<file path="src/rtl/div_unit.sv">
`default_nettype none
// ============================================================================
// Module   : div_unit
// Brief    : Iterative radix-2 restoring divider for RV M-extension DIV/DIVU/REM/REMU.
// Revision : 1.0 - initial release
// ============================================================================
module div_unit #(
    parameter int XLEN = 32
) (
    input  logic            clk,
    input  logic            rst,
    input  logic            start,
    input  logic [1:0]      op,
    input  logic [XLEN-1:0] dividend,
    input  logic [XLEN-1:0] divisor,
    input  logic            flush,
    output logic            ex_stall,
    output logic [XLEN-1:0] result,
    output logic            result_valid,
    output logic            busy
);

    localparam int c_CW = (XLEN > 1) ? $clog2(XLEN) : 1;
    localparam logic [1:0] c_IDLE = 2'd0;
    localparam logic [1:0] c_BUSY = 2'd1;
    localparam logic [1:0] c_DONE = 2'd2;
    localparam logic [XLEN-1:0] c_MIN = {1'b1, {(XLEN-1){1'b0}}};

    logic [1:0]      r_state;
    logic [c_CW-1:0] r_cnt;
    logic            r_rem_op;
    logic            r_q_neg;
    logic            r_r_neg;
    logic [XLEN-1:0] r_dvs;
    logic [XLEN-1:0] r_rem;
    logic [XLEN-1:0] r_quo;
    logic [XLEN-1:0] r_result;

    // Operand preparation for the accept cycle
    logic            w_signed;
    logic            w_dvd_neg;
    logic            w_dvs_neg;
    logic [XLEN-1:0] w_dvd_abs;
    logic [XLEN-1:0] w_dvs_abs;
    logic            w_div_zero;
    logic            w_ovf;
    logic [XLEN-1:0] w_special_res;

    assign w_signed      = ~op[0];
    assign w_dvd_neg     = w_signed & dividend[XLEN-1];
    assign w_dvs_neg     = w_signed & divisor[XLEN-1];
    assign w_dvd_abs     = w_dvd_neg ? -dividend : dividend;
    assign w_dvs_abs     = w_dvs_neg ? -divisor : divisor;
    assign w_div_zero    = (divisor == '0);
    assign w_ovf         = w_signed && (dividend == c_MIN) && (divisor == '1);
    assign w_special_res = w_div_zero ? (op[1] ? dividend : '1)
                                      : (op[1] ? '0 : c_MIN);

    // One restoring step: remainder stays below divisor, so the restored value fits XLEN bits
    logic [XLEN:0]   w_shift;
    logic [XLEN:0]   w_diff;
    logic            w_ge;
    logic [XLEN-1:0] w_rem_nx;
    logic [XLEN-1:0] w_quo_nx;
    logic [XLEN-1:0] w_final;

    assign w_shift  = {r_rem, r_quo[XLEN-1]};
    assign w_diff   = w_shift - {1'b0, r_dvs};
    assign w_ge     = ~w_diff[XLEN];
    assign w_rem_nx = w_ge ? w_diff[XLEN-1:0] : w_shift[XLEN-1:0];
    assign w_quo_nx = {r_quo[XLEN-2:0], w_ge};
    assign w_final  = r_rem_op ? (r_r_neg ? -w_rem_nx : w_rem_nx)
                               : (r_q_neg ? -w_quo_nx : w_quo_nx);

    always_ff @(posedge clk or posedge rst) begin
        if (rst) begin
            r_state  <= c_IDLE;
            r_cnt    <= '0;
            r_rem_op <= 1'b0;
            r_q_neg  <= 1'b0;
            r_r_neg  <= 1'b0;
            r_dvs    <= '0;
            r_rem    <= '0;
            r_quo    <= '0;
            r_result <= '0;
        end else if (flush) begin
            r_state  <= c_IDLE;
            r_cnt    <= '0;
            r_result <= '0;
        end else begin
            case (r_state)
                c_IDLE: begin
                    if (start) begin
                        r_rem_op <= op[1];
                        r_q_neg  <= w_dvd_neg ^ w_dvs_neg;
                        r_r_neg  <= w_dvd_neg;
                        r_dvs    <= w_dvs_abs;
                        r_rem    <= '0;
                        r_quo    <= w_dvd_abs;
                        if (w_div_zero || w_ovf) begin
                            r_state  <= c_DONE;
                            r_result <= w_special_res;
                        end else begin
                            r_state <= c_BUSY;
                            r_cnt   <= c_CW'(XLEN - 1);
                        end
                    end
                end
                c_BUSY: begin
                    r_rem <= w_rem_nx;
                    r_quo <= w_quo_nx;
                    if (r_cnt == '0) begin
                        r_state  <= c_DONE;
                        r_result <= w_final;
                    end else begin
                        r_cnt <= r_cnt - 1'b1;
                    end
                end
                c_DONE: begin
                    r_state  <= c_IDLE;
                    r_result <= '0;
                end
                default: begin
                    r_state <= c_IDLE;
                end
            endcase
        end
    end

    assign busy         = (r_state == c_BUSY);
    assign ex_stall     = !flush && (((r_state == c_IDLE) && start) || busy);
    assign result_valid = (r_state == c_DONE) && !flush;
    assign result       = result_valid ? r_result : '0;

endmodule
`default_nettype wire

</file>
<file path="config.mk">
export PLATFORM = sky130hd
export DESIGN_NAME = div_unit
export DESIGN_NICKNAME = d
export VERILOG_FILES = /design/src/rtl/div_unit.sv
export SDC_FILE = /design/constraint.sdc
export NUM_CORES = 1
export LEC_CHECK = 0
export ABC_CLOCK_PERIOD_IN_PS = 5800
export CAP_MARGIN = 10
export CORE_MARGIN = 4
export CORE_UTILIZATION = 54
export CTS_CLUSTER_SIZE = 16
export DETAILED_ROUTE_END_ITERATION = 12
export GPL_TIMING_DRIVEN = 0
export PLACE_DENSITY = 0.84
export SLEW_MARGIN = 20
export SYNTH_ARGS = -nofsm -noshare
export SYNTH_HDL_FRONTEND = slang
export SYNTH_SLANG_ARGS = --single-unit
</file>
<file path="constraint.sdc">
create_clock -name clk -period 5.8 [get_ports clk]
set_input_delay 1.16 -clock clk [delete_from_list [all_inputs] [get_ports clk]]
set_output_delay 1.16 -clock clk [all_outputs]
set_load 0.01 [all_outputs]
</file>
# == Yosys cells after proc, flatten, opt, wreduce, memory -nomap -nowiden ==
# Cells that the tools add are included.
# op_classes
reduce_logical,19
mux,29
n_bitwise,6
eq_ne,10
addsub,6
# ops
cell,count
2-to-1 mux 32 bit,16
negator 32 bit,4
one-hot mux 32 bit (2 select lines),2
one-hot mux 32 bit (3 select lines),1
== test 32 bit (second input constant),2
subtractor 33 x 32 -> 33 bit,1
logical NOT 32 bit,1
2-to-1 mux 5 bit,4
!= test 3 bit (second input constant),4
one-hot mux 5 bit (2 select lines),1
2-to-1 mux 2 bit,4
AND reduction 4 bit,2
AND reduction 3 bit,2
logical AND 1 bit,5
logical NOT 5 bit,1
subtractor 5 x 1 -> 5 bit (second input constant),1
one-hot mux 2 bit (2 select lines),1
nonzero test 4 bit,1
!= test 3 x 2 -> 1 bit (second input constant),1
NOT 1 bit,3
nonzero test 3 bit,1
AND 1 bit,2
== test 2 x 1 -> 1 bit (second input constant),1
== test 2 bit (second input constant),1
7 further kinds,8
# totals
inputBits,70
regBits,138
output_inout_bits,35

# == Depth between registers and ports, before layout ==
# logic_depth
word_depth,8
ltp_mapped,26
depth_no_buf,23

# == Least setup slack after synthesis ==
# OpenSTA, ideal clock, no wires.
# synth_path
path_kind,register to register
from,register r_quo[31]
to,register r_result[28]
setup_slack_ns,0.463
stages_incl_launch_ff,25
setup_time_ns,0.066
path_buffers,3
arrival_ns,5.271
synth_period_minus_slack_ns,5.337
cell_sequence,dfrtp_1 -> inv_1 -> ha_1 -> fa_1 -> nand2b_1 -> a21oi_2 -> a41oi_1 -> o311a_4 -> a31oi_4 -> xor2_4 -> buf_4 -> buf_2 -> buf_2 -> a21oi_1 -> inv_1 -> ha_1 -> nand2_1 -> or3_1 -> nor3_1 -> mux2i_1 -> nand3b_4 -> o41ai_4 -> xnor2_1 -> a2111oi_1 -> a221o_1
# synth_between
elab_chain_len,8
# synth_rtl
element,line_no,rtl
from (decl),36,logic [XLEN-1:0] r_quo;
from (signal assigned),99,r_quo <= w_dvd_abs;
from (signal assigned),111,r_quo <= w_quo_nx;
subtractor 33 x 32 -> 33 bit,68,"assign w_diff = w_shift - {1'b0, r_dvs};"
2-to-1 mux 32 bit / NOT 1 bit (equally long branches),"70, 69",
"negator 32 bit, on equally long branches","72, 73",
"2-to-1 mux 32 bit, on equally long branches","72, 73",
2-to-1 mux 32 bit (*),72,assign w_final = r_rem_op ? (r_r_neg ? -w_rem_nx : w_rem_nx)
2-to-1 mux 32 bit (*),112,if (r_cnt == '0) begin
one-hot mux 32 bit (3 select lines) (*),91,case (r_state)
2-to-1 mux 32 bit (*),86,end else if (flush) begin
to (signal assigned),102,r_result <= w_special_res;
to (signal assigned),114,r_result <= w_final;
to (decl),37,logic [XLEN-1:0] r_result;
# Mark *: on every way between the ends. The rest lies on a longest branch, timed or not. The select of a mux whose other input is x is not followed.
# A chain may end at the register's enable or synchronous reset.

# == Worst setup path after layout ==
# Same ends and word-level chain as after synthesis.

==> results.py <==
metrics = {
    "clock_tree": {
        "htreeDepth": 4,
        "clk_latency_ps": 440,
        "root_buffer": "clkbuf_16",
        "tritoncts": "done",
        "cts_buffer_depth": 2,
        "clock_sinks": 138,
        "cts_made_buffers": 17,
        "clkTransAtPathRegs_ps": 60,
    },
    "cells_and_area": {
        "fill_cells": 1972,
        "nets": 1861,
        "area_growth_pct": 17.68,
        "antennaDiodeCount": 0,
        "drive_gt1_frac": 0.06254,
    },
    "flow_run": {
        "drv_cap": 0,
    },
    "place": {
        "hpwlAfterDp_um": 34360,
        "io_buffers": 103,
        "gp_congestion": 1.028,
    },
    "routing": {
        "antenna_left": 0,
        "vias": 13301,
        "drt-pass1-iter-count": 6,
        "wl_um": 44190,
        "via_per_inst": 6.507,
        "first_iter_violations": 1555,
        "drc_errors": 0,
        "avgRoutedWirePerCell_um": 21.62,
    },
    "critical_path": {
        "critPathTopFamily": "compound AO/OA/AOI/OAI gates",
        "cp-end-kind": "register",
        "crit_start": "r_quo[31]",
        "cpPeakStageDelay_ps": 390,
        "cp-start-kind": "register",
        "required_ps": 6120,
        "worstPathMaxFanout": 10,
        "criticalPathCategory": "reg2reg",
        "critPathBufInv": 4,
        "path_cells": "inv_1 > ha_1 > fa_2 > nand2b_4 > a21oi_4 > a41oi_4 > o311a_4 > a31oi_4 > xor2_4 > buf_8 > buf_6 > buf_6 > nand2_1 > o21ai_1 > ha_2 > nand2_1 > or3_1 > nor3_1 > mux2i_1 > nand3b_4 > o41ai_4 > xnor2_1 > a2111oi_2 > a221o_1",
        "crit_arrival_ps": 5960,
        "cp_slowest_cell": "dfrtp_1",
        "r2r-start": "r_quo[31]",
    },
    "timing": {
        "holdWs_ps": 477.1,
        "slew_violations": 0,
        "finalCritPeriodShare": 0.9720,
        "maxSlewHeadroom": 0.3305,
        "tightest_slew_ps": 979.0,
        "tns_ps": 0,
        "final.min_clock_period_ps": 5638,
        "setup_violations": 0,
        "fmax_mhz": 177.4,
        "clock_skew_ps": 9.366,
        "finalHoldViolations": 0,
    },
    "floorplanning": {
        "die_x_um": 159.1,
        "start_util": 0.5460,
        "core-area_sq_mm": 0.02257,
        "num_io_pins": 105,
        "rows": 55,
        "die_area_sq_mm": 0.02530,
        "die_y_um": 159.1,
    },
    "logic_synthesis": {
        "synthDistinctLibCells": 84,
        "syn_area_per_cell_sq_um": 7.598,
        "synth-async-reset-ratio": 1.000,
        "synth_edf_count": 0,
        "synth_nets": 1735,
        "synth_flop_cell": "dfrtp_1",
        "ys_seq_elements": 138,
        "yosysWarnings": 0,
        "synth.largest_area_cell": "dfrtp_1",
        "synth.top_cells.by_area": "dfrtp_1, o21ai_0, nand2_1",
        "synthCells": 1622,
        "yosysSeqAreaShare": 0.2802,
        "synth_area_sq_mm": 0.01232,
        "netlist.area_leader.share": 0.2802,
    },
    "global_routing": {
        "grt_antenna_before_repair": 0,
        "grt_max_degree": 91,
        "grt_pass1_wl_um": 69080,
        "overflow": 0,
        "gr-usage-all-layers": 0.3381,
        "grt_pass1_vias": 12578,
    },
    "worst_hold_path": {
        "hold_path.startpoint": "r_result[24]",
        "hp-class": "reg2reg",
    },
    "status": {
        "outcome": "finished clean",
    },
}
[logic make-up (layout without fill, tap and decap cells)]
family                   count (synthesis)  in the layout  share of synthesized area
flip-flops                             138            138                     0.2802
AO/OA/AOI/OAI                          528            528                     0.2678
AND/OR/NAND/NOR                        590            590                     0.2355
adder cells (fa/ha/maj)                 43             43                    0.04426
buffers and inverters                  162            299                    0.05289
multiplexers                            30             30                    0.02467
XOR/XNOR                               131            131                    0.09462
[final timing paths]
path | to | slack (ps) | cells past startpoint
hold reg to reg | r_result[24] | 480 | 1
min in group asynchronous | r_result[20] | 1110 | 2
setup / recovery | r_result[28] | 160 | 24
hold / removal | r_result[24] | 480 | 1
setup reg to reg | r_result[28] | 160 | 24
max in group asynchronous | r_dvs[19] | 3890 | 3
[cells in the mapped netlist (21+ instances only)]
| master | instances |
|---|---|
| mux2i_1 | 27 |
| a21oi_1 | 120 |
| inv_1 | 61 |
| nor3_1 | 36 |
| nand3_1 | 22 |
| xnor2_1 | 56 |
| or3_1 | 26 |
| clkbuf_1 | 70 |
| nor2_1 | 119 |
| ha_1 | 42 |
| o211ai_1 | 32 |
| o31ai_1 | 25 |
| o21ai_0 | 213 |
| nand2_1 | 211 |
| xor2_1 | 74 |
| dfrtp_1 | 138 |
| and2_1 | 44 |
| nand2b_1 | 25 |
| nor4_1 | 21 |
[sequential cells by signal (all words and copies together) (netlist names)]
signal,flops
r_rem,32
r_q_neg,1
r_rem_op,1
r_cnt,5
r_quo,32
r_dvs,32
r_r_neg,1
r_state,2
r_result,32
[stage by stage]
step,setup WS (ps),cells,area (sq um),utilization
6_report,162.1,2044,14500,0.6425
2_1_floorplan,462.9,1622,12320,-
5_1_grt,-15.06,2044,14500,0.6425
3_3_place_gp,-1002,2010,13710,0.6075
3_5_place_dp,-830.6,2011,13750,0.6090
4_1_cts,32.64,2043,14410,0.6385
[metal layers]
| layer | routed length, um | global-route usage |
|---|---|---|
| met5 | 0 | 0 |
| met2 | 19290 | 0.5196 |
| met3 | 5129 | 0.09164 |
| met4 | 1225 | 0.1037 |
| met1 | 18550 | 0.4681 |
[what timing repair did]
action	CTS	global route
pin swaps	5	6
cloned	0	0
endpoints found under the setup margin	14	22
hold buffers	0	0
setup buffers	3	1
gates resized for setup	18	20
[worst register-to-register path: stages (launching register included)]
cell and delay, ps:
dfrtp_1 390, inv_1 100, ha_1 240, fa_2 390, nand2b_4 170, a21oi_4 190, a41oi_4 190, o311a_4 390
a31oi_4 270, xor2_4 210, buf_8 190, buf_6 180, buf_6 200, nand2_1 80, o21ai_1 180, ha_2 250
nand2_1 70, or3_1 330, nor3_1 160, mux2i_1 150, nand3b_4 240, o41ai_4 360, xnor2_1 200, a2111oi_2 110
a221o_1 280
[cell usage in the layout (no fill, tap or decap), types with 32 or more instances in the layout]
| master | count |
|---|---|
| o21ai_0 | 209 |
| xnor2_1 | 55 |
| ha_1 | 41 |
| a21oi_1 | 120 |
| nor2_1 | 119 |
| nor3_1 | 36 |
| xor2_1 | 74 |
| nand2_1 | 211 |
| o211ai_1 | 32 |
| inv_1 | 60 |
| clkbuf_1 | 68 |
| clkdlybuf4s50_1 | 103 |
| dfrtp_1 | 138 |
| and2_1 | 44 |
[layout make-up]
type,instances,area [sq um],area share
multi-input combinational,1322,8332,0.5745
sequential,138,3453,0.2381
timing repair buffer,108,1089,0.07506
buffer,99,460.4,0.03175
clock buffer,17,425.4,0.02933
tap,285,356.6,0.02459
inverter,62,240.2,0.01656
clock inverter,13,146.4,0.01009
Power is not shown: default switching activity piles up to over one toggle a cycle in this logic, so the estimate is an artifact.
